===== config.mk =====
export PLATFORM = sky130hd
export DESIGN_NAME = dmem_access_ctrl
export DESIGN_NICKNAME = d
export VERILOG_FILES = /design/src/rtl/dmem_pkg.sv /design/src/rtl/sat_counter.sv /design/src/rtl/dmem_access_ctrl.sv
export SDC_FILE = /design/constraint.sdc
export NUM_CORES = 1
export LEC_CHECK = 0
export BUFFER_PORTS_ARGS = -buffer_cell sky130_fd_sc_hd__buf_2
export CORE_ASPECT_RATIO = 0.5
export CORE_MARGIN = 2
export CORE_UTILIZATION = 25
export DETAILED_ROUTE_END_ITERATION = 10
export GPL_ROUTABILITY_DRIVEN = 0
export HOLD_SLACK_MARGIN = 0.02
export PLACE_DENSITY_LB_ADDON = 0.3
export SETUP_SLACK_MARGIN = 0.15
export SLEW_MARGIN = 20
export SYNTH_ARGS = -nofsm -noshare
export SYNTH_HDL_FRONTEND = slang
export SYNTH_SLANG_ARGS = --single-unit
export TNS_END_PERCENT = 30

===== constraint.sdc =====
create_clock -name clk_i -period 3.6 [get_ports clk_i]
set_clock_uncertainty 0.15 [all_clocks]
set_input_delay 0.18 -clock clk_i [delete_from_list [all_inputs] [get_ports clk_i]]
set_output_delay 0.18 -clock clk_i [all_outputs]
set_load 0.02 [all_outputs]

===== src/rtl/dmem_pkg.sv =====
// Shared types and constants for the data-memory access controller.
package dmem_pkg;

   localparam int unsigned ADDR_W          = 32;
   localparam int unsigned DATA_W          = 32;
   localparam int unsigned TIMEOUT_CYC_DEF = 64;
   localparam int unsigned CNT_W_DEF       = 16;

   // Load data returned when an access is aborted by the timeout
   localparam logic [DATA_W-1:0] ERR_RDATA = 32'h0;

   typedef enum logic [1:0] {
      IDLE = 2'd0,
      REQ  = 2'd1,
      DONE = 2'd2
   } state_t;

endpackage


===== src/rtl/sat_counter.sv =====
// Saturating up-counter with enable, synchronous clear and async active-low reset.
module sat_counter #(
   parameter int unsigned W = 16
) (
   input  logic         clk_i,
   input  logic         rst_i,
   input  logic         clr_i,
   input  logic         en_i,
   output logic [W-1:0] cnt_o
);

   // Count enabled cycles, holding at all ones
   always_ff @(posedge clk_i or negedge rst_i) begin
      if (!rst_i) begin
         cnt_o <= '0;
      end else if (clr_i) begin
         cnt_o <= '0;
      end else if (en_i && (cnt_o != '1)) begin
         cnt_o <= cnt_o + W'(1);
      end
   end

endmodule


===== src/rtl/dmem_access_ctrl.sv =====
// Sequences EX/MEM loads/stores over a req/ack data-memory handshake and
// stalls the pipeline until each access completes or times out.
module dmem_access_ctrl
   import dmem_pkg::*;
#(
   parameter int unsigned TIMEOUT_CYC = TIMEOUT_CYC_DEF,
   parameter int unsigned CNT_W       = CNT_W_DEF
) (
   input  logic              clk_i,
   input  logic              rst_i,
   input  logic              Memoryread_i,
   input  logic              Memorywrite_i,
   input  logic [ADDR_W-1:0] addr_i,
   input  logic [DATA_W-1:0] wdata_i,
   output logic              mem_req_o,
   output logic              mem_we_o,
   output logic [ADDR_W-1:0] mem_addr_o,
   output logic [DATA_W-1:0] mem_wdata_o,
   input  logic              mem_ack_i,
   input  logic [DATA_W-1:0] mem_rdata_i,
   output logic [DATA_W-1:0] rdata_o,
   output logic              stall_o,
   output logic              err_o,
   output logic [CNT_W-1:0]  stall_cnt_o
);

   localparam int unsigned     TO_W    = $clog2(TIMEOUT_CYC) + 1;
   localparam logic [TO_W-1:0] TO_LAST = TO_W'(TIMEOUT_CYC - 1);

   state_t          state;
   logic            op;
   logic            to_en;
   logic            to_clr;
   logic            to_hit;
   logic [TO_W-1:0] to_cnt;

   assign op = Memoryread_i | Memorywrite_i;

   // Freeze the front of the pipeline from op detection until DONE
   assign stall_o = (op && (state != DONE)) || (state == REQ);

   // Timeout counts REQ cycles without ack; cleared on the way out via DONE
   assign to_en  = (state == REQ) && !mem_ack_i;
   assign to_clr = (state == DONE);
   assign to_hit = (to_cnt == TO_LAST);

   sat_counter #(.W(TO_W)) u_to_cnt (
      .clk_i (clk_i),
      .rst_i (rst_i),
      .clr_i (to_clr),
      .en_i  (to_en),
      .cnt_o (to_cnt)
   );

   sat_counter #(.W(CNT_W)) u_stall_cnt (
      .clk_i (clk_i),
      .rst_i (rst_i),
      .clr_i (1'b0),
      .en_i  (stall_o),
      .cnt_o (stall_cnt_o)
   );

   // Access FSM with registered memory-side outputs, load data and error flag
   always_ff @(posedge clk_i or negedge rst_i) begin
      if (!rst_i) begin
         state       <= IDLE;
         mem_req_o   <= 1'b0;
         mem_we_o    <= 1'b0;
         mem_addr_o  <= '0;
         mem_wdata_o <= '0;
         rdata_o     <= '0;
         err_o       <= 1'b0;
      end else begin
         case (state)
            IDLE: begin
               if (op) begin
                  mem_addr_o  <= addr_i;
                  mem_wdata_o <= wdata_i;
                  mem_we_o    <= Memorywrite_i;
                  mem_req_o   <= 1'b1;
                  state       <= REQ;
                  // Read+write together is illegal; it proceeds as a write
                  if (Memoryread_i && Memorywrite_i) begin
                     err_o <= 1'b1;
                  end
               end
            end
            REQ: begin
               if (mem_ack_i) begin
                  mem_req_o <= 1'b0;
                  state     <= DONE;
                  if (!mem_we_o) begin
                     rdata_o <= mem_rdata_i;
                  end
               end else if (to_hit) begin
                  mem_req_o <= 1'b0;
                  err_o     <= 1'b1;
                  rdata_o   <= ERR_RDATA;
                  state     <= DONE;
               end
            end
            DONE: begin
               state <= IDLE;
            end
            default: begin
               state     <= IDLE;
               mem_req_o <= 1'b0;
            end
         endcase
      end
   end

endmodule


# Word-level counts from Yosys, hierarchy flattened
# Cells that the tools add are included.
# op_classes
addsub	2
n_div	0
n_bitwise	2
multipliers	0
n_lt_le_gt_ge	0
eq_ne	12
shift	0
muxes	18
reduce_logical	16
# ops
op	count
$mux W32	3
$add A16 B1 Y16 const B	1
$ne A16 B16 Y1 const B	1
$mux W7	2
$ne A2 B2 Y1 const B	6
$add A7 B1 Y7 const B	1
$eq A7 B6 Y1 const B	1
$mux W1	7
$ne A7 B7 Y1 const B	1
$mux W2	3
$reduce_and A3 Y1	2
$reduce_bool A2 Y1	3
$logic_and A1 B1 Y1	5
$reduce_and A5 Y1	1
$pmux W2 S2	1
$reduce_and A2 Y1	2
$ne A3 B3 Y1 const B	1
$pmux W1 S3	1
$eq A2 B1 Y1 const B	1
$eq A2 B2 Y1 const B	1
$logic_not A2 Y1	1
$pmux W1 S2	1
$logic_not A1 Y1	1
$logic_or A1 B1 Y1	1
2 further kinds	2
# totals
latch_bits	0
ram_bits	0
mem_count	0
mem_bits_ro	0
reg_bits	124

# Logic depth before layout (Yosys ltp)
# depth
depth_word	5
mapped_depth	6
mapped_depth_nobuf	5

# By module
# Synthesis repeated with hierarchy kept, for this count alone.
# unflattened
hier_cells	445
hier_area_um2	5844.4
# by_module_without_submodules
module	seq_area_each_um2	area_per_inst_um2	n_inst	cells_each
dmem_access_ctrl	2527.4	4474.3	1	306
sat_counter at u_stall_cnt	400.4	942.2	1	98
sat_counter at u_to_cnt	175.2	427.9	1	41

# Least setup slack after synthesis
# Ideal clock, no wire load.
# synth_timing
path_kind	flip-flop to flip-flop
start	reg u_stall_cnt.cnt_o[0]
end	reg u_stall_cnt.cnt_o[1]
required_ns	3.325
setup_time_ns	0.125
path_buffers	0
stages_incl_launch_ff	6
arrival_time_ns	1.671
path_slack_ns	1.654
period_less_slack_ns	1.946
path_cell_list	dfrtp_1 ha_1 nand3_1 nor4_4 nor2_2 mux2_4
# synth_via
elab_chain_cells	2
# synth_rtl
item	line	source
start: declaration	sat_counter.sv:9	output logic [W-1:0] cnt_o
start signal: assignment	sat_counter.sv:19	cnt_o <= cnt_o + W'(1);
parallel branches: the longest is 2 deep, another holds $add A16 B1 Y16	-	
# Parallel ways; which one is timed is not known.
# A chain may end at the register's enable or synchronous reset.

# Final worst setup path
# layout_timing
start	reg state[1]
end	out stall_o
# layout_via
elab_chain_cells	3
# layout_rtl
item	line	source
start: declaration	dmem_access_ctrl.sv:30	state_t state;
start signal: assignment	dmem_access_ctrl.sv:66	state <= IDLE;
start signal: assignment	dmem_access_ctrl.sv:81	state <= REQ;
start signal: assignment	dmem_access_ctrl.sv:91	state <= DONE;
$ne A2 B2 Y1	dmem_access_ctrl.sv:40	assign stall_o = (op && (state != DONE)) || (state == REQ);
$logic_and A1 B1 Y1	dmem_access_ctrl.sv:40	
$logic_or A1 B1 Y1 *	dmem_access_ctrl.sv:40	
end: declaration	dmem_access_ctrl.sv:22	output logic stall_o,
# Every way passes the cells marked *; elsewhere a longest branch is shown, timed or not.

==> results.sh <==
export IMPL_grt_max_degree=68
export IMPL_synthArstFlopShare_pct=100
export IMPL_wl_per_cell_um=14.1
export IMPL_insertion_delay_ns=0.41
export IMPL_routed_top_layer="met4"
export IMPL_r2r_cells=4
export IMPL_yosysMostFrequentCell="dfrtp_1"
export IMPL_dpl_cell_area_mm2=0.00632
export IMPL_ys_top_cells_by_area="dfrtp_1, mux2_2, a22o_1"
export IMPL_tightestPinTransition_ns=0.877
export IMPL_pin_count=217
export IMPL_pre_cts_ws_ns=1.43
export IMPL_dp_hpwl_um=8750
export IMPL_synth_cell_types=46
export IMPL_synth_common_cells="dfrtp_1, mux2_2, a22o_1"
export IMPL_setup_viol=0
export IMPL_coreArea_mm2=0.0194
export IMPL_synth_area_mm2=0.00494
export IMPL_critPathKind="flip-flop to output port"
export IMPL_antenna_found_initial=0
export IMPL_fin_area_mm2=0.00795
export IMPL_path_cells="or3b_2, o21ai_2, inv_1, buf_2"
export IMPL_dieArea_mm2=0.0210
export IMPL_cp_required_ns=3.27
export IMPL_max_freq_mhz=440
export IMPL_critPathTopFamily="flip-flops"
export IMPL_cp_end_kind="output port"
export IMPL_max_stage_delay_ns=0.51
export IMPL_hp_class="input port to async pin"
export IMPL_ir_worst_vdd_mv=0.375
export IMPL_cts_hold_buf=101
export IMPL_rsz0062_at_grt="no"
export IMPL_clk_path_buf_depth=2
export IMPL_drt_iter0_markers=120
export IMPL_die_y_um=103
export IMPL_start_util_pct=25.5
export IMPL_drtPass1Iterations=4
export IMPL_status="finished clean"
export IMPL_startpoint_type="flip-flop"
export IMPL_setup_tns_final_ns=0
export IMPL_crit_cells=4
export IMPL_gr_usage_all_layers_pct=12.6
export IMPL_power_density_mw_per_mm2=887
export IMPL_fin_nets=766
export IMPL_final_util_pct=40.9
export IMPL_hold_viol=0
export IMPL_routed_via_count=3993
export IMPL_cp_slowest_cell="dfrtp_1"
export IMPL_cts_resized=0
export IMPL_syn_inst=339
export IMPL_root_buffer="clkbuf_16"
export IMPL_critPathMaxFanout=12
export IMPL_grt_pass1_vias=3988
export IMPL_r2r_end="mem_wdata_o[27]$_DFFE_PN0P_"
export IMPL_p_leak_nw=3.77
export IMPL_min_period_ns=2.27
export IMPL_synth_seq_cells=124
export IMPL_drc=0
export IMPL_cp_data_arrival_time_ns=1.94
export IMPL_met2_length_um=7120
export IMPL_slew_headroom_pct=41.5
export IMPL_wl_met1_um=5560
export IMPL_viasPerCell=4.24
export IMPL_final_antenna_net_count=0
export IMPL_area_delta_synth_final_pct=60.8
export IMPL_clock_sinks=124
export IMPL_drv_slew=0
export IMPL_diodes=0
export IMPL_numCtsBuffers=17
export IMPL_critPathBufInv=2
export IMPL_grt_pass1_wl_um=20400
export IMPL_fin_ws_ns=1.33
export IMPL_yosysWarnings=0
export IMPL_clk_pin_slew_worst_paths_ns=0.05
export IMPL_grt_ovfl_total=0
export IMPL_cts_tree="done"
export IMPL_synth_enable_flop_cells=0
export IMPL_drive_gt1_share_pct=47.2
export IMPL_r2r_start="state[1]$_DFFE_PN0P_"
export IMPL_postCtsSetupBuffers=0
export IMPL_syn_area_per_cell_um2=14.6
export IMPL_timing_final_crit_share_pct=63.2
export IMPL_ys_seq_area_share_pct=62.8
export IMPL_r2r_setup_slack_ns=1.45
export IMPL_syn_nets=442
export IMPL_chipWidth_um=203
export IMPL_cts_htree_levels=4
export IMPL_synth_ff_type="dfrtp_1"
export IMPL_portBuffers=216
export IMPL_power_total_mw=7.04
export IMPL_met3_length_um=494
export IMPL_drt_total_wl_um=13300
export IMPL_yosysTopAreaCell="dfrtp_1"
export IMPL_synth_top_area_share_pct=62.8
export IMPL_maxCapViolCount=0
export IMPL_rows=36
## where the power goes
part / internal (mW) / switching, mW
combinational: 1.20 / 1.62
sequential: 2.04 / 0.395
clock: 1.18 / 0.620
## metal layers
metal  vias up  track usage, %
li1       1896               -
met1      2005            15.3
met2        81            21.6
met3        11            3.67
met4         0            5.22
met5         -               0
## per-stage QoR
stage                     hold WS, ns  std cells
after floorplan                -0.266        339
after global placement          0.166        809
after detailed placement        0.166        809
after CTS                       0.259        942
after global routing            0.328        942
final                           0.264        942
## placed cells by master (no fill, tap or decap), types with 2 or more instances in the layout
cell type	count
buf_2	215
dfrtp_1	124
dlygate4sd3_1	101
mux2_2	55
a22o_1	33
clkbuf_16	17
xor2_1	15
nand2_1	10
mux2_1	9
nor3_1	7
inv_1	6
nand3_1	6
nor2_1	5
nor4_2	4
bufinv_16	4
buf_4	4
o21ai_2	3
nand4_1	3
and4_1	3
nor3b_1	3
o21ai_0	3
clkinv_2	3
clkbuf_1	3
nor2b_1	2
nor4b_1	2
nor4_1	2
o41ai_1	2
o211ai_1	2
o31ai_1	2
a21oi_1	2
ha_1	2
clkinv_4	2
clkinvlp_4	2
## state kept, by name, indices dropped and copies added (netlist names)
| name | flops |
|---|---|
| mem_wdata_o | 32 |
| u_stall_cnt.cnt_o | 16 |
| state | 2 |
| rdata_o | 32 |
| mem_we_o | 1 |
| mem_req_o | 1 |
| u_to_cnt.cnt_o | 7 |
| err_o | 1 |
| mem_addr_o | 32 |
## how the worst max path moves through the flow
stage	from	to	slack [ns]
finish	state[1]$_DFFE_PN0P_	stall_o	1.33
global route	state[1]$_DFFE_PN0P_	stall_o	1.18
CTS	state[1]$_DFFE_PN0P_	stall_o	1.27
detailed placement	state[1]$_DFFE_PN0P_	mem_wdata_o[7]$_DFFE_PN0P_	1.43
global placement	state[1]$_DFFE_PN0P_	mem_addr_o[1]$_DFFE_PN0P_	1.46
floorplan	u_stall_cnt.cnt_o[0]$_DFFE_PN0P_	u_stall_cnt.cnt_o[1]$_DFFE_PN0P_	1.65
## cell families after synthesis
logic type	share of synthesized area, %
AO/OA/AOI/OAI	9.01
XOR/XNOR	2.84
adder cells (fa/ha/maj)	0.506
buffers and inverters	2.46
flip-flops	62.8
multiplexers	15.1
AND/OR/NAND/NOR	7.32
## area by class of cell
class                      count  area, um^2
clock buffer                  21         450
tap                          266         333
multi-input combinational    193        1730
fill                        1858       11500
inverter                       6        22.5
timing repair buffer         321        2140
sequential                   124        3100
clock inverter                11         168
(Power assumes the default switching activity.)
